### config.mk
export PLATFORM = sky130hd
export DESIGN_NAME = sprite_pixel_writer
export DESIGN_NICKNAME = d
export VERILOG_FILES = /design/src/rtl/sprite_pkg.sv /design/src/rtl/sprite_pixel_select.sv /design/src/rtl/sprite_pixel_writer.sv
export SDC_FILE = /design/constraint.sdc
export NUM_CORES = 1
export LEC_CHECK = 0
export CAP_MARGIN = 20
export CORE_UTILIZATION = 47
export CTS_CLUSTER_DIAMETER = 80
export DETAILED_ROUTE_END_ITERATION = 16
export PLACE_DENSITY = 0.8
export SETUP_SLACK_MARGIN = 0.5
export SYNTH_ARGS = -nofsm -noshare
export SYNTH_HDL_FRONTEND = slang
export SYNTH_SLANG_ARGS = --single-unit
### constraint.sdc
create_clock -name CK -period 1.9 [get_ports CK]
set_input_delay 0.38 -clock CK [delete_from_list [all_inputs] [get_ports CK]]
set_output_delay 0.38 -clock CK [all_outputs]
set_load 0.01 [all_outputs]
### src/rtl/sprite_pkg.sv
// Shared types and constants for the sprite line-buffer write path.
package sprite_pkg;
   localparam int TILE_W      = 16;
   localparam int IDX_W       = $clog2(TILE_W);
   localparam int TRANSPARENT = 0;
   localparam int DEF_ADDR_W  = 9;
   localparam int DEF_PIX_W   = 4;

   typedef enum logic {IDLE, RUN} state_t;
endpackage

### src/rtl/sprite_pixel_select.sv
// Combinational tile-row pixel picker with horizontal flip and transparency flag.
module sprite_pixel_select
   import sprite_pkg::*;
#(
   parameter int PIX_W = DEF_PIX_W
) (
   input  logic [TILE_W*PIX_W-1:0] pixels,
   input  logic [IDX_W-1:0]        idx,
   input  logic                    flip,
   output logic [PIX_W-1:0]        pix,
   output logic                    transparent
);
   logic [IDX_W-1:0] src;

   always_comb begin
      // Bitwise inversion of a 4-bit index is 15-n.
      src         = flip ? ~idx : idx;
      pix         = pixels[32'(src)*PIX_W +: PIX_W];
      transparent = (pix == PIX_W'(TRANSPARENT));
   end
endmodule

### src/rtl/sprite_pixel_writer.sv
// Compacts one 16-pixel tile row into the sprite line buffer under a serial shrink-enable stream.
module sprite_pixel_writer
   import sprite_pkg::*;
#(
   parameter int ADDR_W = DEF_ADDR_W,
   parameter int PIX_W  = DEF_PIX_W
) (
   input  logic                    CK,
   input  logic                    nRESET,
   input  logic                    LOAD,
   input  logic                    SHRINK_BIT,
   input  logic [ADDR_W-1:0]       X_START,
   input  logic [TILE_W*PIX_W-1:0] PIXELS,
   input  logic                    FLIP,
   output logic                    LB_WE,
   output logic [ADDR_W-1:0]       LB_ADDR,
   output logic [PIX_W-1:0]        LB_DATA,
   output logic                    BUSY,
   output logic                    DONE,
   output logic [4:0]              PIX_COUNT
);
   state_t state_q, state_d;
   logic   start, last, keep;

   logic [TILE_W*PIX_W-1:0] pix_row_p0;
   logic                    flip_p0;
   logic [ADDR_W-1:0]       x_ptr_p0;
   logic [IDX_W-1:0]        idx_p0;
   logic [4:0]              cnt_p0;

   logic [PIX_W-1:0]        sel_pix;
   logic                    sel_transparent;

   logic                    lb_we_p1;
   logic [ADDR_W-1:0]       lb_addr_p1;
   logic [PIX_W-1:0]        lb_data_p1;
   logic                    busy_p1;
   logic                    done_p1;
   logic [4:0]              pix_count_p1;

   sprite_pixel_select #(.PIX_W(PIX_W)) u_select (
      .pixels      (pix_row_p0),
      .idx         (idx_p0),
      .flip        (flip_p0),
      .pix         (sel_pix),
      .transparent (sel_transparent)
   );

   assign last = (state_q == RUN) && (idx_p0 == IDX_W'(TILE_W - 1));
   assign keep = (state_q == RUN) && SHRINK_BIT;

   always_ff @(posedge CK or negedge nRESET) begin
      if (!nRESET) state_q <= IDLE;
      else         state_q <= state_d;
   end

   always_comb begin
      state_d = state_q;
      start   = 1'b0;
      case (state_q)
         IDLE: begin
            if (LOAD) begin
               state_d = RUN;
               start   = 1'b1;
            end
         end
         RUN: begin
            if (last) begin
               if (LOAD) start   = 1'b1;
               else      state_d = IDLE;
            end
         end
         default: state_d = IDLE;
      endcase
   end

   // Stage p0: tile capture, pixel index, X pointer and kept-pixel count.
   always_ff @(posedge CK or negedge nRESET) begin
      if (!nRESET) begin
         pix_row_p0 <= '0;
         flip_p0    <= 1'b0;
         x_ptr_p0   <= '0;
         idx_p0     <= '0;
         cnt_p0     <= '0;
      end else if (start) begin
         pix_row_p0 <= PIXELS;
         flip_p0    <= FLIP;
         x_ptr_p0   <= X_START;
         idx_p0     <= '0;
         cnt_p0     <= '0;
      end else if (state_q == RUN) begin
         idx_p0 <= idx_p0 + 1'b1;
         if (keep) begin
            x_ptr_p0 <= x_ptr_p0 + 1'b1;
            cnt_p0   <= cnt_p0 + 1'b1;
         end
      end
   end

   // Stage p1: registered line-buffer write port and tile status.
   always_ff @(posedge CK or negedge nRESET) begin
      if (!nRESET) begin
         lb_we_p1     <= 1'b0;
         lb_addr_p1   <= '0;
         lb_data_p1   <= '0;
         busy_p1      <= 1'b0;
         done_p1      <= 1'b0;
         pix_count_p1 <= '0;
      end else begin
         lb_we_p1 <= keep && !sel_transparent;
         if (keep) begin
            lb_addr_p1 <= x_ptr_p0;
            lb_data_p1 <= sel_pix;
         end
         busy_p1 <= (state_d == RUN);
         done_p1 <= last;
         if (last) pix_count_p1 <= cnt_p0 + 5'(keep);
      end
   end

   assign LB_WE     = lb_we_p1;
   assign LB_ADDR   = lb_addr_p1;
   assign LB_DATA   = lb_data_p1;
   assign BUSY      = busy_p1;
   assign DONE      = done_p1;
   assign PIX_COUNT = pix_count_p1;
endmodule

==> metrics.md <==
| Metric | Value |
|---|---|
| Asr flop ratio synth | 100% |
| Die W | 108 um |
| Mapped Nets | about 500 |
| Mean Syn Cell Area | 12.2 sq um |
| GPL Wtd Cong | between 0.8 and 0.9 |
| Crit end category | flop |
| # rows | 38 |
| Critical Path AT | between 2 and 2.5 ns |
| WL/cell | 20.5 um |
| Final wirelength | 15100 um |
| Mapped Cells | 432 |
| GR Overflow Total | 0 |
| Largest cells by area after synthesis | dfrtp_1, mux2_2, mux4_2 |
| Top FF cell, synth | dfrtp_1 |
| First-pass DRT Iterations | 5 |
| Vias in the first global route | 4436 |
| CTS Root Cell | clkbuf_8 |
| Commonest cells post-synth | dfrtp_1, mux2_2, nand2_1, o21ai_0, mux4_2 |
| CP Class | reg -> reg |
| CTS tree | built |
| Initial antenna violation count | 0 |
| DRC Markers | 0 |
| Area Overhead vs Synth | 50.0% |
| CP startpoint kind | flop |
| Failing checks | negative setup slack |
| Post-synth EDFFs | 0 |
| Clock latency on the worst-skew pair | between 0.3 and 0.4 ns |
| Synthesized area | 0.00527 sq mm |
| RSZ-0062 raised after global routing | true |
| WP buf/inv | 1 |
| Synth top area share | 49.4% |
| CP peak stage delay | 0.49 ns |
| Outcome | complete, but fails checks |
| CP top delay family | multiplexers |
| Worst-path cell chain | buf_6 > mux4_2 > mux2_2 > o22a_1 > a211oi_2 > a41oi_1 |
| Global-route wire length before repair | 22700 um |
| Via-per-instance ratio | 5.82 |
| Final Skew | 0.0167 ns |
| Achievable Freq | 0.464 GHz |
| Antenna Violating Nets Remaining | 0 |
| Total GRT Usage | 25.7% |
| Clock buffer count from CTS | 9 |
| Hold_ws | 0.474 ns |
| Worst hold path class | in -> async |
| Deepest clock path buffer count | 2 |
| Setup slack at placement | -0.150 ns |
| Final worst-path cycle share | 113% |
| Fin. Hold Viols | 0 |
| Yosys top cell by area | dfrtp_1 |
| Die height | 108 um |
| Final WS setup | -0.256 ns |
| # IOs | 99 |
| Req. time, crit path | approximately 2.1 ns |
| Total core area | ~0.011 sq mm |
| Clk slew on worst S/H paths | ~0.1 ns |
| PwrDens | 1630 mW/mm^2 |
| Clock Sinks | ~100 |
| Number of distinct library cells after synthesis | 40 |
| Worst Path Max Fanout | 5 |
| Leak | 0.00349 uW |
| Sequential area share after synthesis | 49.4% |
| Final setup viols | 80 |
| Die footprint | 0.0116 sq mm |
| Max-slew headroom | between 60% and 70% |
| Max Cap Viol | 0 |
| Maximum VDD drop | around 0.72 mV |
| Final nets | 675 |
| Crit path time final | 2.16 ns |
| Initial Utilization | 48.4% |
| Largest net degree at the start of global routing | 40 |
| 1st-iter DRT viols | 283 |
| Final core occ | 72.6% |
| Worst-Margin Slew | 0.474 ns |
| Slowest-stage cell, CP | mux4_2 |
| Layout cell share with drive strength beyond 1 | 44.2% |
| IO Port Bufs | 98 |
| CTS H-tree lvls | 3 |
| Fin. max-slew vios | 0 |
| Synth Register Bits | between 100 and 150 |
| Ant diodes | 0 |
| Cell with the most instances after synthesis | dfrtp_1 |
| Vias | 4288 |
| Syn. warnings | 0 |
| Hpwl dp | between 8000 and 9000 um |
==> path summary, 6_finish.rpt <==
| path | startpoint | end | slack [ns] | cells past startpoint |
|---|---|---|---|---|
| max in group asynchronous | nRESET | idx_p0[2] | 0.84 | 3 |
| min | nRESET | DONE | 0.47 | 2 |
| max reg2reg | idx_p0[0] | LB_WE | -0.26 | 6 |
| min in group CK | LB_ADDR[0] | LB_ADDR[0] | 0.49 | 2 |
| max | idx_p0[0] | LB_WE | -0.26 | 6 |
| min reg2reg | LB_ADDR[0] | LB_ADDR[0] | 0.49 | 2 |
==> cells by family after synthesis <==
group | share of synthesized area [%]
xor gates and xnor gates | 2.83
DFF | 49.4
and+or+nand+nor | 9.17
muxes | 27.1
adders and majority gates | 1.19
buffers and inverters | 3.47
AOI/OAI and AO/OA | 6.89
==> cell usage in the layout (no fill, tap or decap), types with 15 or more instances in the layout <==
cell type and n:
dfrtp_1 101, nand2_1 40, mux2_2 23, buf_4 41
mux2_4 61, mux4_2 15, clkdlybuf4s50_1 77, buf_6 15
==> repair_timing <==
item,4_1_cts,5_1_grt
endpoints found under the hold margin,29,0
endpoints found under the setup margin,115,111
hold buffers,1,0
cloned,10,5
resized for setup,148,74
pin swaps,6,22
setup buffers,20,8
==> worst register-to-register path, cell delays in order (launching register included) <==
cell      delay (ns)
dfrtp_2         0.44
buf_6           0.13
mux4_2          0.49
mux2_2          0.28
o22a_1          0.22
a211oi_2        0.27
a41oi_1         0.18
==> sequential cells by signal, summed over array words and instances (netlist names) <==
name and count:
BUSY 1, DONE 1, LB_ADDR 9, LB_DATA 4
LB_WE 1, PIX_COUNT 5, cnt_p0 5, flip_p0 1
idx_p0 4, pix_row_p0 64, x_ptr_p0 9
==> final cells by class <==
| cell class | instances | area [sq um] |
|---|---|---|
| tap | 140 | 175 |
| fill | 666 | 2990 |
| multi-input combinational | 294 | 2950 |
| timing repair buffer | 180 | 1980 |
| inverter | 3 | 11.3 |
| clock inverter | 5 | 41.3 |
| sequential | 104 | 2610 |
| clock buffer | 11 | 141 |
==> metal layers <==
metal / wire, um / global-route usage (%) / vias to the layer above
met5: 0 / 0 / -
met4: 579 / 13.2 / 0
met3: 735 / 3.93 / 49
met2: 7520 / 41.8 / 187
met1: 6260 / 33.1 / 2161
li1: - / - / 1891
==> through the flow <==
step / TNS (ns) / cell area, sq um / total power (uW) / cells
final: -3.96 / 7900 / 12900 / 737
after global routing: -9.49 / 7900 / 13600 / 737
after CTS: -0.664 / 7570 / 12000 / 724
after detailed placement: -5.47 / 6680 / 9590 / 677
after global placement: -0.0570 / 6680 / 9350 / 677
after floorplan: 0 / 5360 / 7740 / 432
==> where the power goes <==
part,total (uW),internal (uW),switching (uW)
clock network,1340,523,813
logic,7110,4320,2790
registers,4430,3290,1140
Power figures use the tool's default switching activity.
